--- src/rtl/fetch_snoopqueue.sv ---
// fetch_snoopqueue
//   In-order shift FIFO of pending fetch line addresses. Fetch pushes a line
//   address when a refill/invalidate is launched and pops it on retirement.
//   NQ parallel query ports report line-granular hits on any in-flight entry,
//   so the fetch/prefetch paths can stall or replay.
//
//   Entry 0 is the oldest. Valid entries are contiguous from 0. Queries are
//   combinational on registered state. A same-cycle push is not visible, and a
//   same-cycle popped entry still is.
//
// Optional build macro:
//   SNOOPQUEUE_BYPASS_EN - an accepted, non-flushed push also hits queries in
//                          its own cycle (and counts as head when empty).
//
// Ports:
//   clk, resetn          clock (rising edge), async active-low reset
//   flush                synchronous clear of entries and overflow
//   push_valid/addr      enqueue request; push_ready = ~full | pop
//   pop                  retire oldest entry (ignored when empty)
//   q_addr               NQ query addresses, port k at [k*ADDR_W +: ADDR_W]
//   q_hit, q_hit_oldest  per-port hit / hit on head entry
//   count, empty, full   occupancy status (registered)
//   overflow             sticky: push dropped while full
module fetch_snoopqueue #(
  parameter int DEPTH       = 6,
  parameter int ADDR_W      = 32,
  parameter int LINE_OFFSET = 6,
  parameter int NQ          = 2,
  parameter int CNT_W       = $clog2(DEPTH + 1)
) (
  input  logic                 clk,
  input  logic                 resetn,
  input  logic                 flush,
  input  logic                 push_valid,
  input  logic [ADDR_W-1:0]    push_addr,
  output logic                 push_ready,
  input  logic                 pop,
  input  logic [NQ*ADDR_W-1:0] q_addr,
  output logic [NQ-1:0]        q_hit,
  output logic [NQ-1:0]        q_hit_oldest,
  output logic [CNT_W-1:0]     count,
  output logic                 empty,
  output logic                 full,
  output logic                 overflow
);

  localparam int LINE_W = ADDR_W - LINE_OFFSET;

  logic [ADDR_W-1:0] addr_q [DEPTH];
  logic [ADDR_W-1:0] addr_d [DEPTH];
  logic [DEPTH-1:0]  valid_q, valid_d;
  logic [CNT_W-1:0]  count_q, count_d;
  logic              overflow_q, overflow_d;

  logic              r_pop;
  logic              push_acc;
  logic [CNT_W-1:0]  wr_idx;

  assign empty      = (count_q == '0);
  assign full       = (count_q == CNT_W'(DEPTH));
  assign count      = count_q;
  assign overflow   = overflow_q;

  assign r_pop      = pop & ~empty;
  assign push_ready = ~full | pop;
  assign push_acc   = push_valid & push_ready;
  // With a simultaneous pop everything shifts down, so the tail slot is count-1.
  assign wr_idx     = r_pop ? (count_q - CNT_W'(1)) : count_q;

  always_comb begin
    // NOTE: every signal written here gets a default first, so no latch is inferred.
    addr_d     = addr_q;
    valid_d    = valid_q;
    count_d    = count_q;
    overflow_d = overflow_q;

    if (flush) begin
      // Flush wins over push and pop; the pushed address is discarded.
      valid_d    = '0;
      count_d    = '0;
      overflow_d = 1'b0;
    end else begin
      if (r_pop) begin
        for (int i = 0; i < DEPTH - 1; i++) addr_d[i] = addr_q[i+1];
        valid_d = valid_q >> 1;
      end
      if (push_acc) begin
        for (int i = 0; i < DEPTH; i++) begin
          if (CNT_W'(i) == wr_idx) begin
            addr_d[i]  = push_addr;
            valid_d[i] = 1'b1;
          end
        end
      end
      case ({push_acc, r_pop})
        2'b10:   count_d = count_q + CNT_W'(1);
        2'b01:   count_d = count_q - CNT_W'(1);
        default: count_d = count_q;
      endcase
      if (push_valid && !push_ready) overflow_d = 1'b1;
    end
  end

  always_ff @(posedge clk or negedge resetn) begin
    if (!resetn) begin
      valid_q    <= '0;
      count_q    <= '0;
      overflow_q <= 1'b0;
    end else begin
      // NOTE: sequential state uses non-blocking assignments so all registers update together.
      valid_q    <= valid_d;
      count_q    <= count_d;
      overflow_q <= overflow_d;
    end
  end

  // NOTE: address storage is deliberately not reset; the valid bits qualify every entry.
  always_ff @(posedge clk) begin
    addr_q <= addr_d;
  end

  always_comb begin
    q_hit        = '0;
    q_hit_oldest = '0;
    for (int k = 0; k < NQ; k++) begin
      for (int i = 0; i < DEPTH; i++) begin
        if (valid_q[i] &&
            addr_q[i][ADDR_W-1:LINE_OFFSET] == q_addr[k*ADDR_W+LINE_OFFSET +: LINE_W])
          q_hit[k] = 1'b1;
      end
      q_hit_oldest[k] = valid_q[0] &&
          (addr_q[0][ADDR_W-1:LINE_OFFSET] == q_addr[k*ADDR_W+LINE_OFFSET +: LINE_W]);
`ifdef SNOOPQUEUE_BYPASS_EN
      if (push_acc && !flush &&
          push_addr[ADDR_W-1:LINE_OFFSET] == q_addr[k*ADDR_W+LINE_OFFSET +: LINE_W]) begin
        q_hit[k] = 1'b1;
        // An accepted push into an empty queue becomes the head.
        if (empty) q_hit_oldest[k] = 1'b1;
      end
`else
`endif
    end
  end

endmodule

--- config.mk ---
export PLATFORM = sky130hd
export DESIGN_NAME = fetch_snoopqueue
export DESIGN_NICKNAME = d
export VERILOG_FILES = /design/src/rtl/fetch_snoopqueue.sv
export SDC_FILE = /design/constraint.sdc
export NUM_CORES = 1
export LEC_CHECK = 0
export BUFFER_PORTS_ARGS = -buffer_cell sky130_fd_sc_hd__buf_2
export CORE_MARGIN = 3
export CORE_UTILIZATION = 40
export DETAILED_ROUTE_END_ITERATION = 12
export PLACE_DENSITY = 0.69
export SLEW_MARGIN = 20
export SYNTH_ARGS = -nofsm -noshare
export SYNTH_HDL_FRONTEND = slang
export SYNTH_SLANG_ARGS = --single-unit
--- constraint.sdc ---
create_clock -name clk -period 3.1 [get_ports clk]
set_input_delay 0.31 -clock clk [delete_from_list [all_inputs] [get_ports clk]]
set_output_delay 0.31 -clock clk [all_outputs]
set_load 0.005 [all_outputs]
### Word level (Yosys, flattened, before mapping)

Cells that the tools add are included.

| storage, ports and cells | value |
|---|---|
| output and inout bits | 11 |
| bits in registers | 202 |
| input bits | 101 |
| logic and storage cells | 90 |

| cells by class | value |
|---|---|
| eq/ne operators | 20 |
| $add $sub $neg | 2 |
| bitwise operators | 6 |
| multiplexer cells | 34 |
| reduce and logical (&&, ||, !) cells | 19 |

Operator list:

| cell | count |
|---|---|
| equality test 26 bit | 12 |
| 2-to-1 mux 192 bit | 1 |
| 2-to-1 mux 32 bit | 6 |
| 2-to-1 mux 160 bit | 1 |
| 2-to-1 mux 1 bit | 20 |
| 2-to-1 mux 6 bit | 3 |
| logical AND 1 bit | 13 |
| equality test 2 x 3 -> 1 bit, first input constant | 2 |
| equality test 3 bit, first input constant | 2 |
| logical NOT 3 bit | 2 |
| 2-to-1 mux 3 bit | 2 |
| case mux 3 bit (2 select lines) | 1 |
| adder 3 x 1 -> 3 bit, second input constant | 1 |
| equality test 1 x 3 -> 1 bit, first input constant | 1 |
| equality test 3 bit, second input constant | 1 |
| inverter 1 bit | 3 |
| AND reduction 3 bit | 1 |
| nonzero test 3 bit | 1 |
| subtractor 3 x 1 -> 3 bit, second input constant | 1 |
| bitwise AND 1 bit | 2 |
| equality test 2 x 1 -> 1 bit, second input constant | 1 |
| equality test 2 bit, second input constant | 1 |
| nonzero test 2 bit | 1 |
| logical NOT 1 bit | 1 |
| OR 1 bit | 1 |

### Depth between registers and ports, before layout

| logic depth | value |
|---|---|
| word-level depth | 8 |
| depth in mapped cells | 9 |

### Worst setup path before layout

OpenSTA, ideal clock, no wires.

| timing path | value |
|---|---|
| path type | input-to-reg |
| start point | input flush |
| end point | register addr_q[102] (netlist bit), enable pin |
| arrival | 3.025 ns |
| stages on the path | 2 |
| setup time | 0.482 ns |
| setup slack | -0.407 ns |
| cell sequence | clkbuf_1 -> inv_1 |

RTL lines:

| item | RTL line | RTL |
|---|---|---|
| start, declared | 33 | `input logic flush,` |
| end signal, assigned | 119 | `addr_q <= addr_d;` |
| end, declared | 49 | `logic [ADDR_W-1:0] addr_q [DEPTH];` |

No word-level cell between the ends.

### Worst setup path after layout

| timing path | value |
|---|---|
| start point | register addr_q[15] (netlist bit) |
| end point | output q_hit[0] |

| between the ends | value |
|---|---|
| word-level cells in the longest chain between the ends | 3 |

RTL lines:

| item | RTL line | RTL |
|---|---|---|
| equality test 26 bit | 128 | `addr_q[i][ADDR_W-1:LINE_OFFSET] == q_addr[k*ADDR_W+LINE_OFFSET +: LINE_W])` |
| logical AND 1 bit | 127 | `if (valid_q[i] &&` |
| 2-to-1 mux 1 bit | 127 |  |
| end, declared | 39 | `output logic [NQ-1:0] q_hit,` |

Every way passes these cells.

==> results.yml <==
floorplanning:
  core-area_um2: 28800
  rows: 62
  num_io_pins: 112
  initial_utilization_pct: 40.8
  fp.dieArea_um2: 31400
  fp.dieH_um: 177
  die_w_um: 177
routing:
  vias_per_cell: 5.64
  ant_nets: 0
  wl_mm: 42.0
  via_count: 8915
  drcViolationCount: 0
  avgRoutedWirePerCell_um: 26.6
  drt-initial-drc-count: 1035
  drtPass1Iterations: 5
logic_synthesis:
  synth_top_area_share_pct: 39.9
  yosys_warnings: 0
  yosys-top-cells-count: "291 x xnor2_1, 156 x edfxtp_1, 133 x nand2_1"
  yosysMostFrequentCell: "xnor2_1"
  yosys.area.top_type: "edfxtp_1"
  syn_avg_cell_area_um2: 10.2
  syn_area_um2: 11700
  synth_nets: 1251
  synth_edf_count: 156
  synthArstFlopShare_pct: 6.02
  synth_area_leaders: "edfxtp_1 40%, xnor2_1 22%, mux2i_1 11%, o21ai_0 5.2%, nand2_1 4.3%"
  ys_seq_area_share_pct: 42.0
  synth_cell_types: 43
  syn_inst: 1146
  synth-seq-cells: 166
  synth_ff_type: "edfxtp_1"
setup_path:
  worst_r2r_endpoint: "addr_q[90]"
  crit_path_start: "addr_q[15]"
  cpLargestDelayFamily: "simple AND/OR/NAND/NOR gates"
  path_cells: "xnor2_1, nand4_1, nor4_1, nand4_1, nand4b_1, buf_2"
  arrival_ps: 2770
  critPathCapture: "q_hit[0]"
  r2r-start: "count[0]"
  reg2reg_slack_ps: 500
  worstRegToRegCells: 6
  worstPathRequired_ps: 2790
  worst-path-buf-inv: 1
  cpMostUsedCell: "nand4_1"
  worst-path-max-fanout: 3
  worstSetupPathType: "register to output port"
  slowest_stage: "edfxtp_1"
  startpoint_type: "register"
  max_stage_delay_ps: 460
  end_kind: "output port"
  critical_path_depth: 6
sta:
  slew_headroom_pct: 47.7
  final-setup-viol-count: 0
  period_share_pct: 99.3
  hold_viol: 0
  worst_clock_skew_ps: 13.8
  final_max_slew_viol_count: 0
  fin_tns_setup_ps: 0
  worst_pin_slew_ps: 783
  fmax_mhz: 325
  period_needed_ps: 3080
  grt_setup_unrepaired: "false"
  worst_slack_ps: 21.1
layout:
  drive_gt1_share_pct: 13.2
  area.growth.synth_to_final_pct: 11.5
  nNetsFinal: 1289
  antenna_cells: 0
clock_network:
  cts_buffer_depth: 2
  cts_tree: "built"
  cts_setup_buffers: 0
  clock_latency_ps: 450
  clockRootBuffer: "clkbuf_16"
  clock_sinks: 166
  htreeDepth: 4
  cts_made_buffers: 17
  clk_pin_slew_ps: 70
power:
  p_switching_uw: 5070
  ir_worst_vdd_v: 0.000450
  power_density_nw_per_um2: 921
  p_seq_share_pct: 41.3
  p_int_uw: 6980
  pwr-share-clk_pct: 17.4
  p_leak_uw: 0.00444
  swShare_pct: 42.1
  p_comb_share_pct: 41.3
placed_design:
  dp_slack_ps: 490
  dp_hpwl_mm: 33.1
  gp_congestion: 1.02
  port_buffers: 93
grt:
  antenna_found_initial: 1
  grt.overflow.total: 0
  grt_max_degree: 74
  grt_pass1_wl_mm: 60.1
  track_usage_pct: 26.8
  grt_pass1_vias: 8755
min_path:
  holdPathStages: 1
  hold_path.startpoint: "push_addr[8]"
  hold_path.class: "input pin to register"
run_status:
  status: "complete, no violations"
flow_run:
  maxCapViolCount: 0
[how the worst min path moves through the flow]
stage                 end  slack, ps
2_1_floorplan    count[0]         10
3_3_place_gp     overflow        180
3_5_place_dp     overflow        190
4_1_cts        addr_q[28]        110
5_1_grt        addr_q[28]        120
6_report        addr_q[8]        130
[power groups by stage]
stage	clock [uW]	combinational, uW	sequential (uW)
2_1_floorplan	0	3540	4460
3_3_place_gp	0	4800	4930
3_5_place_dp	0	4900	4980
4_1_cts	2120	4910	4940
5_1_grt	2200	5360	5060
6_report	2100	4980	4980
[through the flow]
step | hold WS [ps] | cell area [um2] | instances | power [uW] | util (%)
floorplan | 14.4 | 11700 | 1146 | 8000 | -
global placement | 184 | 12500 | 1548 | 9740 | 43.5
detailed placement | 185 | 12500 | 1548 | 9880 | 43.5
CTS | 108 | 13100 | 1581 | 12000 | 45.4
global route | 119 | 13100 | 1581 | 12600 | 45.5
finish | 128 | 13100 | 1581 | 12100 | 45.5
[cells by family after synthesis]
logic type	after synthesis	synth area share [%]
muxes	130	11.1
buffers and inverters	101	4.03
DFF	166	42.0
AOI/OAI and AO/OA	160	7.57
xor gates and xnor gates	314	23.4
and+or+nand+nor	271	11.4
adders and majority gates	4	0.426
[flip-flops by register name, indices dropped and copies added (netlist names)]
register,count
valid_q,6
addr_q,156
count,3
overflow,1
[timing repair]
| action | 4_1_cts | 5_1_grt |
|---|---|---|
| endpoints found under the setup margin | 0 | 2 |
| hold endpoints to repair | 10 | 0 |
| hold buffers | 1 | 0 |
| gates resized for setup | 0 | 2 |
[layout by cell type (no fill, tap or decap), types with 5 or more instances in the layout]
master and count:
clkbuf_16 17, buf_2 93, xnor2_1 289, clkinv_4 5, xor2_1 23, nand2_1 133
o21ai_0 123, and3_1 5, mux2i_1 130, buf_4 12, o21ai_1 8, edfxtp_1 156
a21oi_1 5, buf_12 7, nor2_1 9, dfrtp_1 10, nor4_1 14, nand4_1 71
nor3_1 11, a211oi_1 5, nand3_1 10
[metal layers]
layer | wire (um) | up-vias | global-route usage [%]
met5 | 13 | - | 0
met4 | 1260 | 2 | 8.84
met3 | 3130 | 63 | 4.45
met2 | 19100 | 354 | 41.8
met1 | 18600 | 4369 | 38.0
li1 | - | 4127 | -
[layout make-up]
| class | instances | area (um2) |
|---|---|---|
| clock inverter | 14 | 126 |
| timing repair buffer | 113 | 706 |
| clock buffer | 18 | 429 |
| tap | 384 | 480 |
| inverter | 7 | 30.0 |
| sequential | 166 | 4930 |
| fill | 2776 | 15700 |
| multi-input combinational | 879 | 6390 |
Note: power is estimated with default switching activity, not from simulation.
